==> config.mk <==
export PLATFORM = sky130hd
export DESIGN_NAME = aes_key_sched_ctrl
export DESIGN_NICKNAME = d
export VERILOG_FILES = /design/src/rtl/aes_key_sched_ctrl.sv
export SDC_FILE = /design/constraint.sdc
export NUM_CORES = 1
export LEC_CHECK = 0
export ABC_AREA = 1
export CAP_MARGIN = 20
export CELL_PAD_IN_SITES_DETAIL_PLACEMENT = 1
export CELL_PAD_IN_SITES_GLOBAL_PLACEMENT = 2
export CORE_ASPECT_RATIO = 1.5
export CORE_MARGIN = 5
export CORE_UTILIZATION = 24
export CTS_CLUSTER_SIZE = 20
export DETAILED_ROUTE_END_ITERATION = 12
export GPL_ROUTABILITY_DRIVEN = 0
export PLACE_DENSITY_LB_ADDON = 0.25
export SYNTH_ARGS = -nofsm -noshare
export SYNTH_HDL_FRONTEND = slang
export SYNTH_SLANG_ARGS = --single-unit
export TNS_END_PERCENT = 10
==> constraint.sdc <==
create_clock -name clk -period 2.3 [get_ports clk]
set_input_delay 0.46 -clock clk [delete_from_list [all_inputs] [get_ports clk]]
set_output_delay 0.46 -clock clk [all_outputs]
set_load 0.01 [all_outputs]
==> src/rtl/aes_key_sched_ctrl.sv <==
// Key-load sequencer and round-key read-port arbiter between keymem, the key
// expander and the encrypt/decrypt engines.
module aes_key_sched_ctrl #(
  parameter int EXP_TIMEOUT = 64
) (
  input  logic        clk,
  input  logic        reset,
  input  logic        key_load,
  input  logic [1:0]  key_len,
  input  logic        enc_busy,
  input  logic        dec_busy,
  input  logic [14:0] valid_bits,
  output logic        kexp_clear,
  output logic        kexp_start,
  output logic [1:0]  key_len_q,
  output logic [3:0]  nr,
  output logic        key_exp_status,
  output logic        key_err,
  input  logic        enc_req,
  input  logic [3:0]  enc_addr,
  input  logic        dec_req,
  input  logic [3:0]  dec_addr,
  output logic        enc_gnt,
  output logic        dec_gnt,
  output logic        enc_rvalid,
  output logic        dec_rvalid,
  output logic [3:0]  mem_raddr,
  output logic        mem_ren
);

  localparam int NUM_REQ = 2;
  localparam int CW      = $clog2(EXP_TIMEOUT) + 1;

  typedef enum logic [2:0] {
    S_IDLE, S_DRAIN, S_CLEAR, S_START, S_EXPAND, S_READY
  } state_t;

  state_t                          state, state_nxt;
  logic [CW-1:0]                   cnt;
  logic                            err_q, err_nxt;
  logic                            last_dec;
  logic [NUM_REQ-1:0]              rv_q;
  logic [NUM_REQ-1:0]              req_v, elig, gnt;
  logic [NUM_REQ-1:0][3:0]         addr_v;
  logic [3:0]                      nk;
  logic [15:0]                     mask_w, vb16;
  logic                            covered, load_ok, load_bad, timeout;

  assign load_ok  = key_load && (key_len != 2'b11);
  assign load_bad = key_load && (key_len == 2'b11);

  assign nr      = 4'd10 + {1'b0, key_len_q, 1'b0};
  assign nk      = nr + 4'd1;
  assign mask_w  = (16'd1 << nk) - 16'd1;
  assign vb16    = {1'b0, valid_bits};
  assign covered = &(valid_bits | ~mask_w[14:0]);
  assign timeout = (cnt == CW'(EXP_TIMEOUT - 1));

  // Requester 0 is encrypt, 1 is decrypt.
  assign req_v  = {dec_req, enc_req};
  assign addr_v = {dec_addr, enc_addr};

  for (genvar i = 0; i < NUM_REQ; i++) begin : g_elig
    assign elig[i] = req_v[i] && (addr_v[i] < nk) && vb16[addr_v[i]];
  end

  // Encrypt wins a tie only when decrypt had the last grant.
  assign gnt[0] = (state == S_READY) && elig[0] && (!elig[1] || last_dec);
  assign gnt[1] = (state == S_READY) && elig[1] && !gnt[0];

  assign enc_gnt    = gnt[0];
  assign dec_gnt    = gnt[1];
  assign mem_ren    = |gnt;
  assign mem_raddr  = gnt[0] ? enc_addr : (gnt[1] ? dec_addr : 4'd0);
  assign enc_rvalid = rv_q[0];
  assign dec_rvalid = rv_q[1];

  assign kexp_clear     = (state == S_CLEAR);
  assign kexp_start     = (state == S_START);
  assign key_exp_status = (state == S_READY);
  assign key_err        = err_q;

  always_comb begin
    state_nxt = state;
    err_nxt   = load_bad;
    case (state)
      S_IDLE:   state_nxt = S_IDLE;
      S_DRAIN:  if (!enc_busy && !dec_busy && !(|rv_q)) state_nxt = S_CLEAR;
      S_CLEAR:  state_nxt = S_START;
      S_START:  state_nxt = S_EXPAND;
      S_EXPAND: begin
        if (covered) begin
          state_nxt = S_READY;
        end else if (timeout) begin
          state_nxt = S_IDLE;
          err_nxt   = 1'b1;
        end
      end
      S_READY:  state_nxt = S_READY;
      default:  state_nxt = S_IDLE;
    endcase
    // A new legal key restarts the sequence from any state.
    if (load_ok) begin
      state_nxt = S_DRAIN;
      err_nxt   = 1'b0;
    end
  end

  always_ff @(posedge clk or negedge reset) begin
    if (!reset) begin
      state     <= S_IDLE;
      cnt       <= '0;
      err_q     <= 1'b0;
      last_dec  <= 1'b1;
      rv_q      <= '0;
      key_len_q <= 2'b00;
    end else begin
      state <= state_nxt;
      err_q <= err_nxt;
      rv_q  <= gnt;
      if (load_ok) key_len_q <= key_len;
      if (|gnt)    last_dec  <= gnt[1];
      if (state == S_START)       cnt <= '0;
      else if (state == S_EXPAND) cnt <= cnt + 1'b1;
    end
  end

endmodule
==> metrics <==
worst-path maximum fanout 7; Levels on crit path 13; final core occ 0.420; Hold Crit Class register to register; via/cell ratio 4.57; first-pass GRT wire length 9180 um; Yosys reg bits 16; DR iter-0 viols 57; final total power 1.36 mW; failing checks negative setup slack; unrepaired setup endpoints after global routing yes; die height 107 um; clk sinks 16; Max clock buf depth 2; drc violations 0; Post-synth EDFFs 0; Max Slew Vio Count 0; Ports 51; mapped cell area 0.00151 sq mm; Max Cap Viol 0; Worst Hold Launch cnt[0]; Peak Freq 400 MHz; total number of vias 1807; H-tree depth 1; worst stage delay on the critical path 0.44 ns; Crit Path Class register to primary output; Final Skew 0.000930 ns; antenna cells 0; Core ar. 0.00613 sq mm; share of cells above drive strength 1 0.330; Initial Util 0.247; RR Endpoint last_dec; Top delay family on crit path simple AND/OR/NAND/NOR gates; R2R Setup Slk 0.36 ns; CP startpoint key_len_q[1]; CP Launch Type register; multi-input logic area 0.00104 sq mm; initial antenna violation count 0; largest net degree at the start of global routing 17; Min Hold Slack 0.509 ns; crit share post-route 1.09; Post-Syn Instances 231; syn_area_per_cell 6.55 sq um; Area Growth Syn to Fin 70.1%; CTS tree built; Slowest cell on crit path dfrtp_2; clk root buf clkbuf_8; Reg2Reg Depth 15; final setup vio count 7; Reg area 403 sq um; CP Capture Type primary output; worst path setup slack after routing -0.198 ns; DP Wirelength 4550 um; Synth Flop Type dfrtp_1; FILL cells 794; asr flop ratio synth 1.00; Die Width 74.8 um; most used cell, CP nand2_2; WL final 5650 um; leakage 1.31 nW; Worst Path Arrival 2.04 ns; min Tclk post-route 2.50 ns; launch point of the worst reg-to-reg path key_len_q[1]; total CTS buffers 3; post-route ant nets 0; Syn. warnings 0; total die area 0.00802 sq mm; Max rail drop VDD 0.444 mV; post-synth cell types 36; worst path buffer plus inverter count 3; Seq/Total Area, Yosys 0.266; crit path capture mem_raddr[3]; vias in the first global route 1980; port bufs 49; Req. time, crit path 1.84 ns; Post-Place Worst Slack -0.816 ns; Worst-Skew Late Latency 0.24 ns; Net count, final 361; All-Layer GR Usage 0.147; drt first pass iters 4; run status finished, violations left; row count 35; pwr/cell area 529 mW/mm^2; Hold Fails Final Rpt 0; crit-path cells ha_4 > nand2_2 > inv_2 > nor3_2 > nor2_1 > nor2_2 > nand2_2 > nor2_4 > nand2_4 > buf_6 > nand3_2 > nand2_1 > buf_2; syn nets 270; Routed wire per std cell 14.3 um; grt total ovfl 0; clk slew on worst S/H paths 0.06 ns
-- worst min path at each step --
stage,end,depth (start not counted)
2_1_floorplan,cnt[0],0
3_3_place_gp,cnt[0],1
3_5_place_dp,cnt[0],1
4_1_cts,cnt[0],1
5_1_grt,cnt[0],1
6_report,cnt[0],1
-- where the power goes --
group	internal, mW	total [mW]	switching [mW]
Clock	0.123	0.216	0.0933
Sequential	0.346	0.395	0.0495
Combinational	0.357	0.752	0.395
-- repair_timing --
item	in CTS	in global routing
gates resized for setup	74	9
hold buffers	0	0
buffers inserted	9	0
cloned	1	0
pin swaps	19	5
endpoints found under the setup margin	8	9
-- per-layer routing --
metal / routed length [um] / share of wire / GRT usage / vias to the layer above
li1: - / - / - / 920
met1: 2070 / 0.37 / 0.156 / 846
met2: 3260 / 0.58 / 0.292 / 33
met3: 216 / 0.038 / 0.00657 / 8
met4: 109 / 0.019 / 0.0471 / 0
met5: 0 / 0 / 0 / -
-- through the flow --
stage | setup TNS [ns] | instance area [sq um] | std cells
3_3_place_gp | -5.55 | 2320 | 381
5_1_grt | -1.76 | 2570 | 395
3_5_place_dp | -5.60 | 2320 | 381
2_1_floorplan | 0 | 1510 | 231
4_1_cts | -0.924 | 2550 | 395
6_report | -0.834 | 2570 | 395
-- cell families (layout without fill, tap and decap cells) --
kind of cell / after synthesis / in the layout / synth area share
DFF: 16 / 16 / 0.266
other: 1 / 1 / 0.00248
xor gates and xnor gates: 1 / 1 / 0.00579
muxes: 1 / 1 / 0.00662
and+or+nand+nor: 145 / 145 / 0.468
buffers and inverters: 41 / 131 / 0.122
adders and majority gates: 7 / 7 / 0.0579
AOI/OAI and AO/OA: 19 / 19 / 0.0720
-- placed cells by master, fill, tap and decap left out, types with 2 or more instances in the layout --
cell / instances
inv_1: 24
clkdlybuf4s50_1: 28
a21oi_1: 4
nand2_1: 63
nor3_2: 3
dfrtp_1: 14
nor2_4: 3
buf_6: 6
o21ai_2: 3
inv_2: 10
inv_6: 2
ha_4: 4
nand4_1: 3
dlygate4sd2_1: 10
nand3_1: 36
buf_12: 3
buf_2: 5
clkdlybuf4s15_2: 2
nor2_1: 12
ha_1: 2
nand4_4: 2
o21ai_0: 7
nand3_2: 5
nor2_2: 4
nand2_2: 9
clkbuf_8: 3
buf_4: 33
-- flip-flops by register name, indices dropped and copies added, names as in the netlist --
name	flops
key_err	1
cnt	7
key_len_q	2
state	3
rv_q	2
last_dec	1
-- layout make-up --
| class | count | share of cell area |
|---|---|---|
| Tap cell | 74 | 0.0360 |
| Sequential cell | 16 | 0.157 |
| Timing Repair Buffer | 89 | 0.324 |
| Inverter | 38 | 0.0608 |
| Clock buffer | 4 | 0.0175 |
| Multi-Input combinational cell | 174 | 0.405 |
-- synthesized netlist by cell type (2+ instances only) --
master | number | area (sq um)
nor2_4 | 2 | 22.5
nand2_2 | 5 | 31.3
nor2_2 | 2 | 12.5
buf_6 | 2 | 22.5
inv_6 | 2 | 17.5
nand3_2 | 2 | 20.0
nand4_1 | 3 | 18.8
nor2_1 | 15 | 56.3
nand3_1 | 39 | 195
dfrtp_1 | 15 | 375
nand2_1 | 67 | 251
nor3_1 | 3 | 15.0
inv_2 | 8 | 30.0
o21ai_1 | 2 | 10.0
o21ai_0 | 8 | 40.0
a21oi_1 | 4 | 20.0
ha_1 | 7 | 87.6
inv_1 | 27 | 101
No activity file was read; power rests on OpenSTA's default activity.
